<file path="src/rtl/regfile_wb_arbiter_if.sv">
`default_nettype none
// ----------------------------------------------------------------------------
// regfile_wb_arbiter_if : writeback sources, scoreboard alloc and RF write port
// Revision: 1.0
// ----------------------------------------------------------------------------
interface regfile_wb_arbiter_if #(
   parameter int XLEN  = 64,
   parameter int NREGS = 32,
   parameter int AW    = 5
);
   logic             alu_valid;
   logic             alu_ready;
   logic [AW-1:0]    alu_rd;
   logic [XLEN-1:0]  alu_wd;
   logic             lsu_valid;
   logic             lsu_ready;
   logic [AW-1:0]    lsu_rd;
   logic [XLEN-1:0]  lsu_wd;
   logic             alloc_valid;
   logic [AW-1:0]    alloc_rd;
   logic             rf_write_enable;
   logic [AW-1:0]    rf_rd;
   logic [XLEN-1:0]  rf_wd;
   logic [NREGS-1:0] pending;
   logic             last_grant;

   modport master (
      output alu_valid, alu_rd, alu_wd,
      output lsu_valid, lsu_rd, lsu_wd,
      output alloc_valid, alloc_rd,
      input  alu_ready, lsu_ready,
      input  rf_write_enable, rf_rd, rf_wd, pending, last_grant
   );

   modport slave (
      input  alu_valid, alu_rd, alu_wd,
      input  lsu_valid, lsu_rd, lsu_wd,
      input  alloc_valid, alloc_rd,
      output alu_ready, lsu_ready,
      output rf_write_enable, rf_rd, rf_wd, pending, last_grant
   );
endinterface
`default_nettype wire

</file>
<file path="src/rtl/regfile_wb_arbiter.sv">
`default_nettype none
// ----------------------------------------------------------------------------
// regfile_wb_arbiter : round-robin ALU/LSU writeback arbiter + pending scoreboard
// Revision: 1.0
// ----------------------------------------------------------------------------
module regfile_wb_arbiter #(
   parameter int XLEN  = 64,
   parameter int NREGS = 32,
   parameter int AW    = 5
) (
   input  wire logic               clk,
   input  wire logic               rst,
   regfile_wb_arbiter_if.slave     wb
);
   logic             alu_gnt;
   logic             lsu_gnt;
   logic             xfer;
   logic [AW-1:0]    sel_rd;
   logic [XLEN-1:0]  sel_wd;

   logic             rf_we_q;
   logic [AW-1:0]    rf_rd_q;
   logic [XLEN-1:0]  rf_wd_q;
   logic             last_grant_q;
   logic [NREGS-1:0] pending_q;
   logic [NREGS-1:0] pending_d;

   // last_grant_q = 1 means the LSU won last, so the ALU takes the next tie.
   always_comb begin
      alu_gnt = 1'b0;
      lsu_gnt = 1'b0;
      if (!rst) begin
         if (wb.alu_valid && wb.lsu_valid) begin
            alu_gnt = last_grant_q;
            lsu_gnt = !last_grant_q;
         end else begin
            alu_gnt = wb.alu_valid;
            lsu_gnt = wb.lsu_valid;
         end
      end
   end

   assign xfer   = alu_gnt | lsu_gnt;
   assign sel_rd = lsu_gnt ? wb.lsu_rd : wb.alu_rd;
   assign sel_wd = lsu_gnt ? wb.lsu_wd : wb.alu_wd;

   // Clear is applied before set so a same-edge re-allocation keeps the bit.
   always_comb begin
      pending_d = pending_q;
      if (rf_we_q) begin
         pending_d[rf_rd_q] = 1'b0;
      end
      if (wb.alloc_valid && (wb.alloc_rd != '0)) begin
         pending_d[wb.alloc_rd] = 1'b1;
      end
      pending_d[0] = 1'b0;
   end

   always_ff @(posedge clk) begin
      if (rst) begin
         rf_we_q      <= 1'b0;
         rf_rd_q      <= '0;
         rf_wd_q      <= '0;
         last_grant_q <= 1'b1;
         pending_q    <= '0;
      end else begin
         rf_we_q   <= xfer && (sel_rd != '0);
         pending_q <= pending_d;
         if (xfer) begin
            rf_rd_q      <= sel_rd;
            rf_wd_q      <= sel_wd;
            last_grant_q <= lsu_gnt;
         end
      end
   end

   assign wb.alu_ready       = alu_gnt;
   assign wb.lsu_ready       = lsu_gnt;
   assign wb.rf_write_enable = rf_we_q;
   assign wb.rf_rd           = rf_rd_q;
   assign wb.rf_wd           = rf_wd_q;
   assign wb.pending         = pending_q;
   assign wb.last_grant      = last_grant_q;
endmodule
`default_nettype wire
</file>
<file path="src/flat_wrapper.sv">
// flat-port wrapper written by rule: the top's interface ports become plain ports
module regfile_wb_arbiter_flat 
#(
   parameter int XLEN  = 64,
   parameter int NREGS = 32,
   parameter int AW    = 5
)
  (clk, rst, wb_alu_valid, wb_alu_rd, wb_alu_wd, wb_lsu_valid, wb_lsu_rd, wb_lsu_wd, wb_alloc_valid, wb_alloc_rd, wb_alu_ready, wb_lsu_ready, wb_rf_write_enable, wb_rf_rd, wb_rf_wd, wb_pending, wb_last_grant);
  regfile_wb_arbiter_if #(.XLEN(XLEN), .NREGS(NREGS), .AW(AW)) wb_i ();
  input  wire logic clk;
  input  wire logic rst;
  input wire logic [$bits(wb_i.alu_valid)-1:0] wb_alu_valid;
  input wire logic [$bits(wb_i.alu_rd)-1:0] wb_alu_rd;
  input wire logic [$bits(wb_i.alu_wd)-1:0] wb_alu_wd;
  input wire logic [$bits(wb_i.lsu_valid)-1:0] wb_lsu_valid;
  input wire logic [$bits(wb_i.lsu_rd)-1:0] wb_lsu_rd;
  input wire logic [$bits(wb_i.lsu_wd)-1:0] wb_lsu_wd;
  input wire logic [$bits(wb_i.alloc_valid)-1:0] wb_alloc_valid;
  input wire logic [$bits(wb_i.alloc_rd)-1:0] wb_alloc_rd;
  output wire logic [$bits(wb_i.alu_ready)-1:0] wb_alu_ready;
  output wire logic [$bits(wb_i.lsu_ready)-1:0] wb_lsu_ready;
  output wire logic [$bits(wb_i.rf_write_enable)-1:0] wb_rf_write_enable;
  output wire logic [$bits(wb_i.rf_rd)-1:0] wb_rf_rd;
  output wire logic [$bits(wb_i.rf_wd)-1:0] wb_rf_wd;
  output wire logic [$bits(wb_i.pending)-1:0] wb_pending;
  output wire logic [$bits(wb_i.last_grant)-1:0] wb_last_grant;
  assign wb_i.alu_valid = wb_alu_valid;
  assign wb_i.alu_rd = wb_alu_rd;
  assign wb_i.alu_wd = wb_alu_wd;
  assign wb_i.lsu_valid = wb_lsu_valid;
  assign wb_i.lsu_rd = wb_lsu_rd;
  assign wb_i.lsu_wd = wb_lsu_wd;
  assign wb_i.alloc_valid = wb_alloc_valid;
  assign wb_i.alloc_rd = wb_alloc_rd;
  assign wb_alu_ready = wb_i.alu_ready;
  assign wb_lsu_ready = wb_i.lsu_ready;
  assign wb_rf_write_enable = wb_i.rf_write_enable;
  assign wb_rf_rd = wb_i.rf_rd;
  assign wb_rf_wd = wb_i.rf_wd;
  assign wb_pending = wb_i.pending;
  assign wb_last_grant = wb_i.last_grant;
  regfile_wb_arbiter #(.XLEN(XLEN), .NREGS(NREGS), .AW(AW)) u_core (.clk(clk), .rst(rst), .wb(wb_i));
endmodule
</file>
<file path="config.mk">
export PLATFORM = sky130hd
export DESIGN_NAME = regfile_wb_arbiter_flat
export DESIGN_NICKNAME = d
export VERILOG_FILES = /design/src/rtl/regfile_wb_arbiter_if.sv /design/src/rtl/regfile_wb_arbiter.sv /design/src/flat_wrapper.sv
export SDC_FILE = /design/constraint.sdc
export NUM_CORES = 1
export LEC_CHECK = 0
export ABC_AREA = 1
export ABC_CLOCK_PERIOD_IN_PS = 2920
export BUFFER_PORTS_ARGS = -buffer_cell sky130_fd_sc_hd__buf_2
export CAP_MARGIN = 20
export CORE_ASPECT_RATIO = 1.75
export CORE_MARGIN = 2
export CORE_UTILIZATION = 47
export DETAILED_ROUTE_END_ITERATION = 7
export GPL_ROUTABILITY_DRIVEN = 0
export HOLD_SLACK_MARGIN = 0.08
export PLACE_DENSITY = 0.86
export SLEW_MARGIN = 0
export SYNTH_ARGS = -nofsm -noshare
export SYNTH_HDL_FRONTEND = slang
export SYNTH_SLANG_ARGS = --single-unit
</file>
<file path="constraint.sdc">
create_clock -name clk -period 2.92 [get_ports clk]
set_clock_uncertainty 0.1 [all_clocks]
set_input_delay 0.438 -clock clk [delete_from_list [all_inputs] [get_ports clk]]
set_output_delay 0.438 -clock clk [all_outputs]
set_load 0.05 [all_outputs]
</file>
# [Yosys cells after proc, flatten, opt, wreduce, memory -nomap -nowiden]
# Index checks and enable logic that the tools add are counted.
[op_classes] n_lt_le_gt_ge=4 mux=12 n_bitwise=4 n_reduce_logical=8
[ops] op="$mux W32" count=2
[ops] op="$mux W64" count=1
[ops] op="$and A32 B32 Y32" count=1
[ops] op="$not A32 Y32" count=1
[ops] op="$or A32 B32 Y32" count=1
[ops] op="$lt A5 B6 Y1 const B" count=2
[ops] op="$demux W1 S5" count=2
[ops] op="$ge A5 B1 Y1 const B" count=2
[ops] op="$reduce_bool A5 Y1" count=2
[ops] op="$mux W1" count=6
[ops] op="$logic_and A1 B1 Y1" count=5
[ops] op="$mux W5" count=1
[ops] op="$logic_not A1 Y1" count=1
[ops] op="$or A1 B1 Y1" count=1
[word_totals] ff_bits=103 in_bits=148 out_inout_bits=105 wordCells=34

# [Logic depth before layout (Yosys ltp)]
# Gate-level depths: netlist (run 1).
[depth] depth_word=9 mapped_depth=10 depth_no_buf=8

# [Least setup slack after synthesis (run 1)]
# OpenSTA, ideal clock, no wires.
[synth_timing] kind="input-to-output" startpoint="in rst" endpoint="out wb_alu_ready" arrival_time_ns=1.843 required_ns=2.382 path_slack_ns=0.539 cell_stages=6 path_buffers=3 cell_sequence="buf_4 > inv_4 > buf_2 > buf_2 > nand2_1 > a21oi_1"
[synth_between] elab_chain_cells=1
[synth_lines] item="start: declaration" line_no="flat_wrapper.sv:11" source="input wire logic rst;"
[synth_lines] item="$mux W1" line_no="regfile_wb_arbiter.sv:32" source="if (!rst) begin"
[synth_lines] item="end: declaration" line_no="flat_wrapper.sv:20" source="output wire logic [$bits(wb_i.alu_ready)-1:0] wb_alu_ready;"
# Every way passes these cells.

# [Final worst setup path (run 1)]
[layout_timing] startpoint="reg u_core.last_grant_q, in the netlist u_core.wb.last_grant" endpoint="out wb_lsu_ready"
[layout_between] elab_chain_cells=3
[layout_lines] item="start: declaration" line_no="regfile_wb_arbiter.sv:24" source="logic last_grant_q;"
[layout_lines] item="start signal: assignment" line_no="regfile_wb_arbiter.sv:72" source="last_grant_q <= lsu_gnt;"
[layout_lines] item="$logic_not A1 Y1" line_no="regfile_wb_arbiter.sv:35" source="lsu_gnt = !last_grant_q;"
[layout_lines] item="$mux W1" line_no="regfile_wb_arbiter.sv:33" source="if (wb.alu_valid && wb.lsu_valid) begin"
[layout_lines] item="$mux W1" line_no="regfile_wb_arbiter.sv:32"
[layout_lines] item="end: declaration" line_no="flat_wrapper.sv:21" source="output wire logic [$bits(wb_i.lsu_ready)-1:0] wb_lsu_ready;"
# Every way passes these cells.

==> results of run 1 <==
[worst paths after layout]
path                               from               endpoint  cells past startpoint
setup reg to reg   u_core.wb.last_grant    u_core.wb.rf_wd[53]                      6
setup / recovery   u_core.wb.last_grant           wb_lsu_ready                      4
hold reg to reg   u_core.wb.pending[13]  u_core.wb.pending[13]                      2
hold / removal            wb_lsu_wd[56]    u_core.wb.rf_wd[56]                      3
[synth_stat cells (all sizes together)]
cell / n / area share (%)
buf: 22 / 3.1
nand2: 49 / 4.4
a21oi: 32 / 3.8
nand3: 81 / 9.8
dfxtp: 102 / 48
nor3: 12 / 1.8
nor2: 69 / 6.3
inv: 15 / 1.4
clkbuf: 18 / 1.6
or2: 1 / 0.15
conb: 1 / 0.088
o211ai: 2 / 0.47
o21ai: 164 / 19
[worst reg2reg max path: stages (launching register included)]
cell and delay, ns:
dfxtp_1 0.34, nand2_2 0.12, nand3_4 0.08, inv_2 0.35, buf_4 0.43, o21ai_0 0.18, o21ai_1 0.19
[cells by family after synthesis]
family	synth area share [%]
compound gates	23.5
buf+inv	6.13
flops	47.9
other cells	0.0880
simple gates	22.4
[final cells by class]
| class | count | area (um2) | share of cell area (%) |
|---|---|---|---|
| antenna | 1 | 2.50 | 0.0423 |
| clock buffer | 9 | 225 | 3.81 |
| timing repair buffer | 258 | 1320 | 22.4 |
| tap | 120 | 150 | 2.54 |
| clock inverter | 7 | 145 | 2.46 |
| inverter | 15 | 58.8 | 0.995 |
| sequential | 102 | 2040 | 34.6 |
| multi-input combinational | 411 | 1960 | 33.2 |
[registers in the layout, summed over array words and instances, names as in the netlist]
signal / cells
u_core.wb.rf_wd: 64
u_core.wb.rf_rd: 5
u_core.wb.pending: 31
u_core.wb.last_grant: 1
u_core.wb.rf_write_enable: 1
[per-layer routing]
layer  GRT usage (%)  vias up
li1                -     2414
met5               0        -
met1            31.2     2326
met4            13.6        0
met2            51.5      297
met3            6.78       45
[power groups by stage]
| stage | sequential [mW] | combinational [mW] | clock, mW |
|---|---|---|---|
| after global placement | 1.55 | 0.743 | 0 |
| final | 1.53 | 0.758 | 1.46 |
| after CTS | 1.52 | 0.757 | 1.48 |
| after global routing | 1.54 | 0.801 | 1.54 |
| after floorplan | 1.85 | 0.210 | 0 |
| after detailed placement | 1.55 | 0.756 | 0 |
[through the flow]
stage	worst slack (ns)	instance area [um2]
finish	0.777	5910
CTS	0.775	5910
global placement	0.852	5540
detailed placement	0.809	5540
floorplan	0.539	4260
global route	0.682	5910
[cell usage in the layout (no fill, tap or decap), drive strengths merged]
master / instances
nor2: 69
nand3: 81
clkbuf: 9
nand2: 49
clkinvlp: 1
or2: 1
dfxtp: 102
a21oi: 32
inv: 16
o21ai: 164
bufinv: 4
conb: 1
buf: 258
o211ai: 2
diode: 1
nor3: 12
clkinv: 1
==> flow_summary.json, run 1 <==
{
  "clkPwrFrac_pct": 39.1,
  "cp_cell_sequence": "nand2_2, nand3_4, inv_2, buf_2",
  "fin_util_pct": 66.2,
  "start_kind": "flip-flop",
  "post_cts_buffers": 0,
  "num_rows": 46,
  "synth_nets": 716,
  "cts_tree": "yes",
  "synth-seq-cells": 102,
  "cts_hold_buf": 0,
  "start_util_pct": 47.8,
  "fin_cells": 923,
  "totalPowerFinal_mw": 3.75,
  "drive_above_1_share_pct": 35.5,
  "synth_cell_types": 26,
  "relSlewSlack_pct": 52.0,
  "switching_share_pct": 30.6,
  "grt_usage_pct": 28.3,
  "avgSynthCellArea_um2": 7.50,
  "wl_met1_um": 5280,
  "tightest_slew_ns": 0.720,
  "dieArea_mm2": 0.00988,
  "clock_path_buffers": 2,
  "syn-instance-count": 568,
  "combPwrFrac_pct": 20.2,
  "seq_power_share_pct": 40.7,
  "cts-resized-gates": 0,
  "wl_um": 14600,
  "fmax_mhz": 467,
  "tns_ns": 0,
  "p_leak_nw": 2.74,
  "min-delay-path-class": "in2reg",
  "via_count": 5082,
  "grt_pass1_vias": 4661,
  "drt_iter0_drc": 252,
  "cp-end-kind": "primary output",
  "grt_max_degree": 71,
  "grt_pass1_wl_um": 22200,
  "cts.htree.levels": 3,
  "critPathSlowestCell": "buf_2",
  "highest-signal-layer": "met4",
  "die_width_um": 76.0,
  "crit_type": "reg2out",
  "p_per_area_mw_per_mm2": 634,
  "cp_top_family": "buffers and inverters",
  "slew_violations": 0,
  "period_share_pct": 73.4,
  "intPower_mw": 2.60,
  "cts-root-buf": "clkbuf_16",
  "ys_warn_count": 0,
  "rsz0062_at_grt": "no",
  "antenna_found_initial": 0,
  "die_y_um": 130,
  "dp_hpwl_um": 10700,
  "setup_violations": 0,
  "period_minus_slack_ns": 2.14,
  "rrSetupSlack_ns": 1.07,
  "max_stage_delay_ns": 0.36,
  "nFillCells": 752,
  "wire_per_inst_um": 15.8,
  "drtPass1Iterations": 7,
  "finalHoldViolations": 0,
  "route.met3.wl_um": 1130,
  "cts_buffers": 9,
  "grt_overflow": 0,
  "status": "completed",
  "peakVddDrop_v": 0.000377,
  "drc": 0,
  "area_growth_pct": 38.6,
  "cts.sinks": 102,
  "synth_area_mm2": 0.00426,
  "timing.hold.ws_ns": 0.239,
  "io_pins": 253,
  "worstPathArrival_ns": 1.60,
  "critPathRequiredTime_ns": 2.38,
  "clkLatencyLatePin_ns": 0.34,
  "clkTransAtPathRegs_ns": 0.07,
  "net-switching-power_mw": 1.15,
  "placed_cells": 906,
  "crit_fanout": 28,
  "io_buffers": 251,
  "worst-path-buf-inv": 2,
  "antenna_left": 0,
  "vias_per_cell": 5.51,
  "core-area_mm2": 0.00892,
  "final_nets": 945,
  "dr_wl_met2_um": 7670,
  "maxCapViolations": 0,
  "ys_seq_area_share_pct": 47.9
}
Power figures use the tool's default switching activity.
==> inputs of run 2 (changes only) <==
--- a/config.mk
+++ b/config.mk
@@ -5,17 +5,17 @@
 export SDC_FILE = /design/constraint.sdc
 export NUM_CORES = 1
 export LEC_CHECK = 0
-export ABC_AREA = 1
-export ABC_CLOCK_PERIOD_IN_PS = 2920
+export ABC_AREA = 0
+export ABC_CLOCK_PERIOD_IN_PS = 2220
 export BUFFER_PORTS_ARGS = -buffer_cell sky130_fd_sc_hd__buf_2
 export CAP_MARGIN = 20
 export CORE_ASPECT_RATIO = 1.75
 export CORE_MARGIN = 2
-export CORE_UTILIZATION = 47
+export CORE_UTILIZATION = 44
 export DETAILED_ROUTE_END_ITERATION = 7
 export GPL_ROUTABILITY_DRIVEN = 0
 export HOLD_SLACK_MARGIN = 0.08
-export PLACE_DENSITY = 0.86
+export PLACE_DENSITY = 0.81
 export SLEW_MARGIN = 0
 export SYNTH_ARGS = -nofsm -noshare
 export SYNTH_HDL_FRONTEND = slang
==> constraint.sdc (replaced) <==
create_clock -name clk -period 2.22 [get_ports clk]
set_clock_uncertainty 0.1 [all_clocks]
set_input_delay 0.333 -clock clk [delete_from_list [all_inputs] [get_ports clk]]
set_output_delay 0.333 -clock clk [all_outputs]
set_load 0.05 [all_outputs]
==> run 2 against run 1 <==
Net effect: worst hold slack got worse by 0.086 ns; combinational power is 24% higher; register-to-register slack got worse by 0.60 ns; flip-flop and latch count unchanged; die area up 6.6%; area after synthesis about the same; global-route usage shrank 3.9 points; wire length down 9.9%; total power increased by 20%; sequential share of layout area is 0.10 points higher; clock power grew 6%; core utilization shrank 4.0 points; highest routed layer unchanged.
==> flow_summary.json, run 2 <==
{
  "grt_max_degree": 70,
  "ys_seq_area_share_pct": 47.9,
  "synth_top_cell_by_area": "dfxtp_1",
  "area_growth_pct": 38.1,
  "rrSetupSlack_ns": 0.47,
  "clkLatencyLatePin_ns": 0.34,
  "p_per_area_mw_per_mm2": 762,
  "switching_share_pct": 31.2,
  "critPathSlowestCell": "nor3b_4",
  "cts_buffers": 9,
  "die_width_um": 78.4,
  "antenna_left": 0,
  "peakVddDrop_v": 0.000448,
  "hp-start": "wb_alu_wd[46]",
  "synth_area_mm2": 0.00427,
  "synthTopCellsByArea": "dfxtp_1 48%, mux2i_1 16%, o21ai_0 10%",
  "rr_worst_depth": 5,
  "worstPathArrival_ns": 1.60,
  "worst-path-buf-inv": 1,
  "rr_endpoint": "u_core.wb.rf_wd[30]",
  "synth_top_area_share_pct": 47.9,
  "grt_pass1_wl_um": 20500,
  "diodes": 0,
  "mostFrequentLayoutCell": "buf_2",
  "fmax_mhz": 491,
  "cp_top_family": "simple AND/OR/NAND/NOR gates",
  "critPathRequiredTime_ns": 1.79,
  "final_nets": 863,
  "rsz0062_at_grt": "no",
  "grt_pass1_vias": 4449,
  "drc": 0,
  "avgSynthCellArea_um2": 8.96,
  "ys_warn_count": 0,
  "drive_above_1_share_pct": 39.1,
  "finalHoldViolations": 0,
  "intPower_mw": 3.09,
  "io_pins": 253,
  "maxCapViolations": 0,
  "synthArstFlopShare_pct": 0,
  "seq_power_share_pct": 44.6,
  "final_cell_mix": "251 x buf_2, 103 x nand2_1, 102 x dfxtp_1",
  "cp-end-kind": "primary output",
  "nFillCells": 810,
  "grt_overflow": 0,
  "net-switching-power_mw": 1.40,
  "reg2reg_from": "u_core.wb.last_grant",
  "wire_per_inst_um": 15.7,
  "max_stage_delay_ns": 0.47,
  "p_leak_nw": 2.67,
  "final_area_mm2": 0.00589,
  "post_cts_buffers": 0,
  "cts-resized-gates": 0,
  "yosysMostFrequentCell": "nand2_1",
  "antenna_found_initial": 0,
  "cts_hold_buf": 0,
  "relSlewSlack_pct": 52.9,
  "clock_path_buffers": 2,
  "synth_nets": 624,
  "core-area_mm2": 0.00947,
  "num_rows": 47,
  "period_share_pct": 91.7,
  "wl_um": 13200,
  "combPwrFrac_pct": 21.0,
  "setup_violations": 0,
  "drtPass1Iterations": 4,
  "dieArea_mm2": 0.0105,
  "totalPowerFinal_mw": 4.49,
  "area.sequential_mm2": 0.00204,
  "multi_input_area_mm2": 0.00203,
  "synth_edf_count": 0,
  "ys.flop_type": "dfxtp_1",
  "cp_cell_sequence": "nand2_2, nor3b_4, buf_2",
  "cts.htree.levels": 3,
  "holdPathEnd": "u_core.wb.rf_wd[46]",
  "cts.sinks": 102,
  "clkPwrFrac_pct": 34.4,
  "fin_util_pct": 62.2,
  "vias_per_cell": 5.25,
  "largest_reg_flops": 64,
  "tns_ns": 0,
  "start_kind": "flip-flop",
  "via_count": 4418,
  "dpl_cell_area_mm2": 0.00560,
  "crit_fanout": 5,
  "period_minus_slack_ns": 2.04,
  "grt_usage_pct": 24.5,
  "min-delay-path-class": "in2reg",
  "hold-path-cell-count": 3,
  "tightest_slew_ns": 0.704,
  "cts_tree": "yes",
  "clkTransAtPathRegs_ns": 0.06,
  "crit_type": "reg2out",
  "synth-seq-cells": 102,
  "io_buffers": 251,
  "drt_iter0_drc": 240,
  "start_util_pct": 45.1,
  "cts-root-buf": "clkbuf_16",
  "synth_cell_types": 34,
  "status": "completed",
  "dp_hpwl_um": 10100,
  "ys_top_cells_by_count": "103 x nand2_1, 102 x dfxtp_1, 89 x o21ai_0, 68 x mux2i_1, 32 x a21oi_1",
  "slew_violations": 0,
  "die_y_um": 134,
  "syn-instance-count": 476
}
==> run 2: cell types whose count changed after synthesis, sizes merged, moves of 9 or more <==
cell   before  now
buf        22   13
inv        15    1
mux2i       0   68
nand2      49  104
nand3      81    3
nor2       69    5
nor3       12    2
o21ai     164  101
==> run 2: metrics by stage <==
stage          hold slack, ns  std cells  worst slack [ns]
2_1_floorplan           0.370        476             0.284
3_3_place_gp            0.331        826             0.322
3_5_place_dp            0.337        826             0.254
4_1_cts                 0.140        841             0.159
5_1_grt                 0.163        841             0.120
6_report                0.153        841             0.184
==> run 2: layout make-up <==
class                           count  share of cell area [%]
Tap cell                          122                    2.59
Clock inverter                      6                    1.08
Multi-Input combinational cell    342                    34.4
Timing Repair Buffer              259                    23.4
Clock buffer                        9                    3.82
Sequential cell                   102                    34.7
Inverter                            1                  0.0637
==> run 2: logic make-up (layout without fill, tap and decap cells) <==
kind of cell           Yosys count  in the layout  share of synthesized area, %
AOI/OAI and AO/OA              137            137                          16.4
buffers and inverters           32            275                          5.22
DFF                            102            102                          47.9
muxes                           69             69                          16.3
other                            1              1                        0.0879
and+or+nand+nor                135            135                          14.1
==> run 2: layer usage <==
| layer | vias to the layer above | track usage [%] | share of wire [%] |
|---|---|---|---|
| met5 | - | 0 | 0 |
| met4 | 0 | 13.8 | 4.0 |
| met3 | 45 | 5.38 | 7.5 |
| met2 | 247 | 45.0 | 54 |
| met1 | 2004 | 25.0 | 35 |
| li1 | 2122 | - | - |
==> run 2: worst max path at each step <==
stage | startpoint | endpoint | slack, ns | depth (start not counted)
floorplan | u_core.wb.last_grant | wb_alu_ready | 0.28 | 2
global placement | wb_lsu_valid | u_core.wb.rf_wd[33] | 0.32 | 6
detailed placement | wb_lsu_valid | u_core.wb.rf_wd[30] | 0.25 | 6
CTS | u_core.wb.last_grant | wb_lsu_ready | 0.16 | 3
global route | u_core.wb.last_grant | wb_lsu_ready | 0.12 | 3
finish | u_core.wb.last_grant | wb_lsu_ready | 0.18 | 3
==> run 2: power by group through the flow <==
stage / logic (mW) / registers [mW] / clock network (mW)
after floorplan: 0.270 / 2.40 / 0
after global placement: 0.926 / 2.04 / 0
after detailed placement: 0.943 / 2.04 / 0
after CTS: 0.945 / 2.00 / 1.57
after global routing: 0.995 / 2.02 / 1.65
final: 0.943 / 2.00 / 1.55
==> run 2: worst reg2reg max path, delay by kind of cell (launching register included) <==
kind,cells,cell delay [ns]
mux,1,0.24
flops,1,0.34
compound gates,1,0.10
buf+inv,1,0.30
simple gates,2,0.55
